<file path="src/rtl/usb_rx_unstuff.sv">
// USB full-speed receive front end: NRZI decode, SYNC/EOP detection, bit unstuffing, byte assembly.
// Every output is registered one cycle after its line sample; no backpressure, one sample is consumed per clock.
module usb_rx_unstuff (
  input  logic       clk,
  input  logic       rst_L,
  input  logic       dp,
  input  logic       dm,
  output logic [7:0] byte_out,
  output logic       byte_valid,
  output logic       pkt_start,
  output logic       pkt_end,
  output logic       rx_active,
  output logic       rx_err
);

  typedef enum logic [2:0] {IDLE, SYNC, DATA, EOP, ABORT} state_t;

  state_t     state, state_nx;
  logic       is_j, is_k, is_se0, is_se1, bit_dec;
  logic       prev_j, prev_j_nx;
  logic [2:0] zero_cnt, zero_nx;
  logic [2:0] ones_cnt, ones_nx;
  logic [2:0] bit_cnt, bit_nx;
  logic [2:0] j_cnt, j_nx;
  logic [7:0] shreg, shreg_nx, byte_nx;
  logic       pkt_err, pkt_err_nx;
  logic       bv_nx, ps_nx, pe_nx, act_nx, err_nx;

  assign is_j    = dp & ~dm;
  assign is_k    = ~dp & dm;
  assign is_se0  = ~dp & ~dm;
  assign is_se1  = dp & dm;
  // Same symbol as last bit time decodes to 1; only meaningful for J/K.
  assign bit_dec = (is_j == prev_j);
  assign prev_j_nx = is_j | is_se0 | is_se1;

  always_ff @(posedge clk or negedge rst_L) begin
    if (!rst_L) state <= IDLE;
    else        state <= state_nx;
  end

  always_comb begin
    state_nx = state;
    case (state)
      IDLE:  if (is_k) state_nx = SYNC;
      SYNC: begin
        if (is_se0 || is_se1)   state_nx = IDLE;
        else if (bit_dec)       state_nx = (zero_cnt >= 3'd6) ? DATA : IDLE;
      end
      DATA: begin
        if (is_se0)                           state_nx = EOP;
        else if (is_se1)                      state_nx = ABORT;
        else if (ones_cnt == 3'd6 && bit_dec) state_nx = ABORT;
      end
      EOP: begin
        if (is_j)         state_nx = IDLE;
        else if (!is_se0) state_nx = ABORT;
      end
      ABORT: if (is_j && j_cnt == 3'd6) state_nx = IDLE;
      default: state_nx = IDLE;
    endcase
  end

  always_comb begin
    zero_nx    = zero_cnt;
    ones_nx    = ones_cnt;
    bit_nx     = bit_cnt;
    j_nx       = 3'd0;
    shreg_nx   = shreg;
    byte_nx    = byte_out;
    pkt_err_nx = pkt_err;
    bv_nx      = 1'b0;
    ps_nx      = 1'b0;
    pe_nx      = 1'b0;
    err_nx     = 1'b0;
    act_nx     = (state_nx == DATA) || (state_nx == EOP);
    case (state)
      IDLE: if (is_k) zero_nx = 3'd1;
      SYNC: begin
        if (is_j || is_k) begin
          if (!bit_dec) begin
            if (zero_cnt != 3'd7) zero_nx = zero_cnt + 3'd1;
          end else if (zero_cnt >= 3'd6) begin
            // The closing 1 of SYNC already counts toward the stuffing run.
            ps_nx      = 1'b1;
            ones_nx    = 3'd1;
            bit_nx     = 3'd0;
            shreg_nx   = 8'd0;
            pkt_err_nx = 1'b0;
          end
        end
      end
      DATA: begin
        if (is_se0) begin
          if (bit_cnt != 3'd0) begin
            err_nx     = 1'b1;
            pkt_err_nx = 1'b1;
          end
          bit_nx   = 3'd0;
          shreg_nx = 8'd0;
        end else if (is_se1) begin
          err_nx = 1'b1;
        end else if (ones_cnt == 3'd6) begin
          if (bit_dec) err_nx  = 1'b1;
          else         ones_nx = 3'd0;
        end else begin
          shreg_nx[bit_cnt] = bit_dec;
          bit_nx  = bit_cnt + 3'd1;
          ones_nx = bit_dec ? ones_cnt + 3'd1 : 3'd0;
          if (bit_cnt == 3'd7) begin
            byte_nx = {bit_dec, shreg[6:0]};
            bv_nx   = 1'b1;
          end
        end
      end
      EOP: begin
        if (is_j)         pe_nx  = ~pkt_err;
        else if (!is_se0) err_nx = 1'b1;
      end
      ABORT: if (is_j && j_cnt != 3'd6) j_nx = j_cnt + 3'd1;
      default: ;
    endcase
  end

  always_ff @(posedge clk or negedge rst_L) begin
    if (!rst_L) begin
      prev_j     <= 1'b1;
      zero_cnt   <= 3'd0;
      ones_cnt   <= 3'd0;
      bit_cnt    <= 3'd0;
      j_cnt      <= 3'd0;
      shreg      <= 8'd0;
      pkt_err    <= 1'b0;
      byte_out   <= 8'd0;
      byte_valid <= 1'b0;
      pkt_start  <= 1'b0;
      pkt_end    <= 1'b0;
      rx_active  <= 1'b0;
      rx_err     <= 1'b0;
    end else begin
      prev_j     <= prev_j_nx;
      zero_cnt   <= zero_nx;
      ones_cnt   <= ones_nx;
      bit_cnt    <= bit_nx;
      j_cnt      <= j_nx;
      shreg      <= shreg_nx;
      pkt_err    <= pkt_err_nx;
      byte_out   <= byte_nx;
      byte_valid <= bv_nx;
      pkt_start  <= ps_nx;
      pkt_end    <= pe_nx;
      rx_active  <= act_nx;
      rx_err     <= err_nx;
    end
  end

endmodule

</file>
<file path="config.mk">
export PLATFORM = sky130hd
export DESIGN_NAME = usb_rx_unstuff
export DESIGN_NICKNAME = d
export VERILOG_FILES = /design/src/rtl/usb_rx_unstuff.sv
export SDC_FILE = /design/constraint.sdc
export NUM_CORES = 1
export LEC_CHECK = 0
export BUFFER_PORTS_ARGS = -buffer_cell sky130_fd_sc_hd__buf_2
export CORE_UTILIZATION = 40
export CTS_CLUSTER_SIZE = 25
export DETAILED_ROUTE_END_ITERATION = 7
export PLACE_DENSITY_LB_ADDON = 0.08
export SETUP_SLACK_MARGIN = 0.1
export SYNTH_ARGS = -nofsm -noshare
export SYNTH_HDL_FRONTEND = slang
export SYNTH_SLANG_ARGS = --single-unit
</file>
<file path="constraint.sdc">
create_clock -name clk -period 3.6 [get_ports clk]
set_clock_uncertainty 0.15 [all_clocks]
set_input_delay 0.72 -clock clk [delete_from_list [all_inputs] [get_ports clk]]
set_output_delay 0.72 -clock clk [all_outputs]
set_load 0.01 [all_outputs]
</file>
* After elaboration in Yosys (flattened, before gate mapping)
Cells that the tools add are included.
Word-level totals: output and inout port bits 13, bits in registers 38, logic and storage cells 143
Cells by class: reduce and logical (&&, ||, !) cells 16, muxes and demuxes 69, magnitude comparators 3, bitwise logic cells 12, add/subtract/negate cells 4, eq/ne operators 25
Operators with widths (count):
- 2-to-1 mux 3 bit | 29
- 2-to-1 mux 8 bit | 6
- 2-to-1 mux 1 bit | 24
- != test 2 bit, second input constant | 10
- one-hot mux 3 bit (2 select lines) | 3
- one-hot mux 8 bit (2 select lines) | 1
- != test 3 bit, second input constant | 5
- one-hot mux 3 bit (5 select lines) | 1
- adder 3 x 1 -> 3 bit, second input constant | 4
- equality test 3 x 2 -> 1 bit, second input constant | 4
- equality test 3 bit, second input constant | 4
- AND reduction 6 bit | 2
- AND reduction 5 bit | 2
- bitwise mux 8 bit | 1
- AND reduction 7 bit | 1
- NOT 1 bit | 6
- AND 1 bit | 4
- logical AND 1 bit | 4
- < comparator 3 x 4 -> 1 bit, second input constant | 1
- one-hot mux 1 bit (2 select lines) | 2
- nonzero test 2 bit | 2
- demux 1 bit (select 3 bit) | 1
- equality test 3 x 1 -> 1 bit, second input constant | 1
- greater-or-equal comparator 3 x 1 -> 1 bit, second input constant | 1
- other kinds (7) | 10

* Depth between registers and ports, before layout
depth in word-level cells 10, depth in mapped cells 7

* Least setup slack after synthesis
No wires, ideal clock.
path kind input port to flip-flop, from in dp, to reg ones_cnt[0], slack 0.993 ns, cell stages on the path 7, data required time 3.325 ns, arrival 2.331 ns, setup time 0.125 ns, path buffers 1, cell sequence inv_1 ha_1 or4b_4 buf_6 a311oi_2 nor2_2 mux2_4
On the way: word-level cells in the longest chain between the ends 7, elaborated cells between the ends (all ways) 18
RTL lines:
- start, declared | RTL line 6 | input logic dp,
- AND 1 bit | RTL line 29 | assign is_j = dp & ~dm;
- equality test 1 bit | RTL line 34 | assign bit_dec = (is_j == prev_j);
- 2-to-1 mux 3 bit | RTL line 109 | ones_nx = bit_dec ? ones_cnt + 3'd1 : 3'd0;
- 2-to-1 mux 3 bit | RTL line 103 | end else if (ones_cnt == 3'd6) begin
- 2-to-1 mux 3 bit | RTL line 101 | end else if (is_se1) begin
- 2-to-1 mux 3 bit | RTL line 94 | if (is_se0) begin
- one-hot mux 3 bit (2 select lines) | RTL line 77 | case (state)
- end signal, assigned | RTL line 143 | ones_cnt <= ones_nx;
- end, declared | RTL line 22 | logic [2:0] ones_cnt, ones_nx;
Parallel ways exist; a longest one is shown, timed or not. The select of a mux whose other input is x is not followed. A chain may end at the register's enable or synchronous reset.

* Final worst setup path
from in dp, to reg byte_out[6]
On the way: word-level cells in the longest chain between the ends 4, elaborated cells between the ends (all ways) 6
RTL lines:
- NOT 1 bit | RTL line 31 | assign is_se0 = ~dp & ~dm;
- AND 1 bit | RTL line 31
- NOT 1 bit (no line)
- AND reduction 5 bit (no line) (*)
- end signal, assigned | RTL line 148 | byte_out <= byte_nx;
- end, declared | RTL line 8 | output logic [7:0] byte_out,
Every way passes the cells marked *; elsewhere a longest branch is shown, timed or not.

==> run_results.csv <==
group,metric,value,unit
timing,worst_slew_pin_slew,0.806,ns
final_layout,post_route_cells_drive_above_1_share,23.9,%
die,num_io_pins,17,
final_layout,finish.net_count,202,
die,rows,24,
worst_setup_path,critical_path.startpoint_type,"input port",
worst_setup_path,timing.critical_path.slowest_cell_delay,0.60,ns
final_layout,post_route_cell_area,0.00209,mm2
worst_setup_path,rr_endpoint,"byte_out[6]$_DFFE_PN0P_",
routing,detail_route.first_pass.iterations,6,
worst_setup_path,critPathRequiredTime,3.63,ns
hold_path,timing.hold.worst.class,"reg2reg",
pwr,leakagePower,1.08,nW
placed_design,placed_area,0.00201,mm2
clock_network,ctsHtreeMaxLevel,2,
yosys,synth-seq-cells,37,
clock_network,cts_repair_resize_count,0,
timing,maxClockFrequency,379,MHz
yosys,synth_async_sr_flop_share,100,%
die,chipWidth,70.8,um
clock_network,clock_sink_count,37,
clock_network,hold_buffers,0,
timing,timing.final.setup_violations,0,
pwr,power.density_cell_area,449,mW/mm2
yosys,mappedNetlistArea,0.00190,mm2
pwr,worst_ir_drop_vdd,0.266,mV
placed_design,dp_cell_count,228,
yosys,synthesis.instances,166,
timing,finalWorstSetupSlack,0.963,ns
timing,hold_violations,0,
routing,route.detailed.wl_per_inst,15.5,um
timing,portion_of_the_clock_cycle_consumed_by_the_worst_path_in_the_final_layout,73.3,%
die,die_area,0.00502,mm2
clock_network,cts.clk_slew.worst_paths,0.07,ns
timing,slew_violations,0,
yosys,synth-edff-count,0,
final_layout,multi_input_comb_area,877,um2
final_layout,fillCellCount,425,
placed_design,place.detailed.hpwl,2.60,mm
worst_setup_path,critPathCaptureType,"flop",
yosys,synth_area_per_cell,11.4,um2
grt,groute.usage.overall,16.3,%
worst_setup_path,timing.critical_path.fanout_max,11,
outcome,outcome,"finished clean",
die,floorplan_die_height,70.8,um
worst_setup_path,setup.worst_path.class,"in2reg",
timing,max_slew_margin,46.3,%
worst_setup_path,critPathArrivalTime,2.67,ns
placed_design,place_worst_setup_slack,0.628,ns
yosys,syn_nets,185,
grt,initial_antenna_violation_count,0,
final_layout,finalNonFillerCells,236,
hold_path,worst_hold_endpoint,"j_cnt[0]$_DFF_PN0_",
grt,grt-ovfl-total,0,
placed_design,port-buffer-count,16,
grt,grt_pass1_wl,6.33,mm
routing,drt_wl_total,3.65,mm
clock_network,post-cts-setup-buffers,0,
yosys,yosys_warnings,0,
yosys,synth-seq-area-share,48.9,%
clock_network,worstSkewPairLatency,0.29,ns
timing,unrepaired_setup_endpoints_after_global_routing,"false",
grt,grt_pass1_vias,1360,
hold_path,min_path_cells,1,
die,coreArea,0.00444,mm2
routing,num_vias,1322,
worst_setup_path,critPathLaunch,"dp",
clock_network,cts.path.max_buffers,2,
hold_path,min_from,"j_cnt[0]$_DFF_PN0_",
clock_network,numCtsBuffers,5,
grt,maximum_number_of_pins_on_one_net_before_global_route_repair,38,
final_layout,layout.area.seq,927,um2
routing,post-route-drc-count,0,
timing,period_needed,2.64,ns
timing,final.setup.tns,0,ns
worst_setup_path,worst_path_slowest_cell,"sky130_fd_sc_hd__or4b_4",
worst_setup_path,path_cells,"buf_2 -> inv_1 -> ha_1 -> or4b_4 -> nor3b_2 -> nand2_2 -> mux2_2",
yosys,synth_cell_type_count,43,
routing,drt.antenna.violating_nets,0,
yosys,ys_dominant_reg_cell,"sky130_fd_sc_hd__dfrtp_1",
routing,initial_detailed_routing_violation_count,67,
final_layout,insertedDiodeCount,0,
worst_setup_path,crit-reg2reg-launch,"state[0]$_DFF_PN0_",
placed_design,gp_congestion,0.776,
die,start_util,42.7,%
clock_network,cts_tree,"yes",
worst_setup_path,reg_to_reg_setup_timing_slack,1.30,ns
routing,detail_route.vias_per_cell,5.60,
flow_run,cap_viol_max_count,0,
worst_setup_path,worstRegToRegCells,4,
clock_network,clock-root-buffer,"sky130_fd_sc_hd__clkbuf_8",
final_layout,area_added_between_synthesis_and_finish,10.4,%
-- report_power, final --
part / internal, mW / switching [mW] / leakage [nW]
combinational: 0.0693 / 0.0818 / 0.532
sequential: 0.451 / 0.0529 / 0.503
clock: 0.133 / 0.152 / 0.0439
total: 0.654 / 0.286 / 1.08
-- final cells by class --
| class | count | area share (%) |
|---|---|---|
| clock buffer | 5 | 3.29 |
| clock inverter | 3 | 0.837 |
| inverter | 15 | 2.69 |
| multi-input combinational | 108 | 41.9 |
| sequential | 37 | 44.3 |
| tap | 52 | 3.11 |
| timing repair buffer | 16 | 3.83 |
-- cells in the final DEF, fill, tap and decap left out, types with 4 or more instances in the layout --
cell type                  count
sky130_fd_sc_hd__o22ai_1       6
sky130_fd_sc_hd__dfrtp_1      36
sky130_fd_sc_hd__mux2_2        9
sky130_fd_sc_hd__nand2_1       7
sky130_fd_sc_hd__inv_1        15
sky130_fd_sc_hd__ha_1         15
sky130_fd_sc_hd__nor3b_1       4
sky130_fd_sc_hd__nor2_1        8
sky130_fd_sc_hd__a22o_1        9
sky130_fd_sc_hd__buf_2        16
sky130_fd_sc_hd__nor3_1        5
sky130_fd_sc_hd__o21ai_0       8
sky130_fd_sc_hd__nand3_1       4
sky130_fd_sc_hd__clkbuf_8      5
-- stage by stage --
stage / hold WS, ns / total power, mW / util [%]
5_1_grt: 0.346 / 0.994 / 47.1
4_1_cts: 0.330 / 0.951 / 47.1
6_report: 0.327 / 0.940 / 47.1
2_1_floorplan: 0.274 / 0.619 / -
3_3_place_gp: 0.295 / 0.656 / 45.1
3_5_place_dp: 0.320 / 0.664 / 45.1
-- state kept, by name (all words and copies together), names as in the netlist --
signal      flops
zero_cnt        3
byte_out        8
prev_j          1
shreg           7
state           3
byte_valid      1
bit_cnt         3
rx_err          1
ones_cnt        3
pkt_end         1
j_cnt           3
pkt_err         1
rx_active       1
pkt_start       1
-- worst max-delay path, delay by kind of cell --
family	cells	cell delay (ns)
buffers and inverters	2	0.17
AND/OR/NAND/NOR	3	1.16
adder cells (fa/ha/maj)	1	0.29
multiplexers	1	0.32
-- logic make-up after synthesis --
group                      synth area share (%)
muxes                                      6.93
xor gates and xnor gates                   1.32
AOI/OAI and AO/OA                          15.7
and+or+nand+nor                            12.4
adders and majority gates                  9.90
buffers and inverters                      4.82
DFF                                        48.9
-- per-layer routing --
metal / routed length [um] / track usage [%] / vias up / share of wire [%]
li1: - / - / 633 / -
met1: 1660 / 18.6 / 655 / 45
met2: 1800 / 29.2 / 26 / 49
met3: 118 / 3.99 / 8 / 3.2
met4: 71 / 6.89 / 0 / 1.9
met5: 0 / 0 / - / 0
-- worst max path at each step --
stage	endpoint	slack, ns	cells past startpoint
floorplan	ones_cnt[0]$_DFFE_PN0P_	0.99	7
global placement	byte_out[7]$_DFFE_PN0P_	0.69	7
detailed placement	byte_out[7]$_DFFE_PN0P_	0.63	7
CTS	byte_out[7]$_DFFE_PN0P_	0.94	7
global route	bit_cnt[0]$_DFFE_PN0P_	0.76	7
finish	byte_out[6]$_DFFE_PN0P_	0.96	7
-- cell usage after synthesis (4+ instances only) --
cell / n / share of area (%)
sky130_fd_sc_hd__nand3_1: 4 / 1.1
sky130_fd_sc_hd__dfrtp_1: 36 / 48
sky130_fd_sc_hd__inv_1: 15 / 3.0
sky130_fd_sc_hd__nor2_1: 8 / 1.6
sky130_fd_sc_hd__o22ai_1: 6 / 2.0
sky130_fd_sc_hd__nand2_1: 7 / 1.4
sky130_fd_sc_hd__mux2_2: 9 / 5.3
sky130_fd_sc_hd__nor3b_1: 4 / 1.6
sky130_fd_sc_hd__a22o_1: 9 / 4.2
sky130_fd_sc_hd__nor3_1: 5 / 1.3
sky130_fd_sc_hd__o21ai_0: 8 / 2.1
sky130_fd_sc_hd__ha_1: 15 / 9.9
Power figures use the tool's default switching activity.
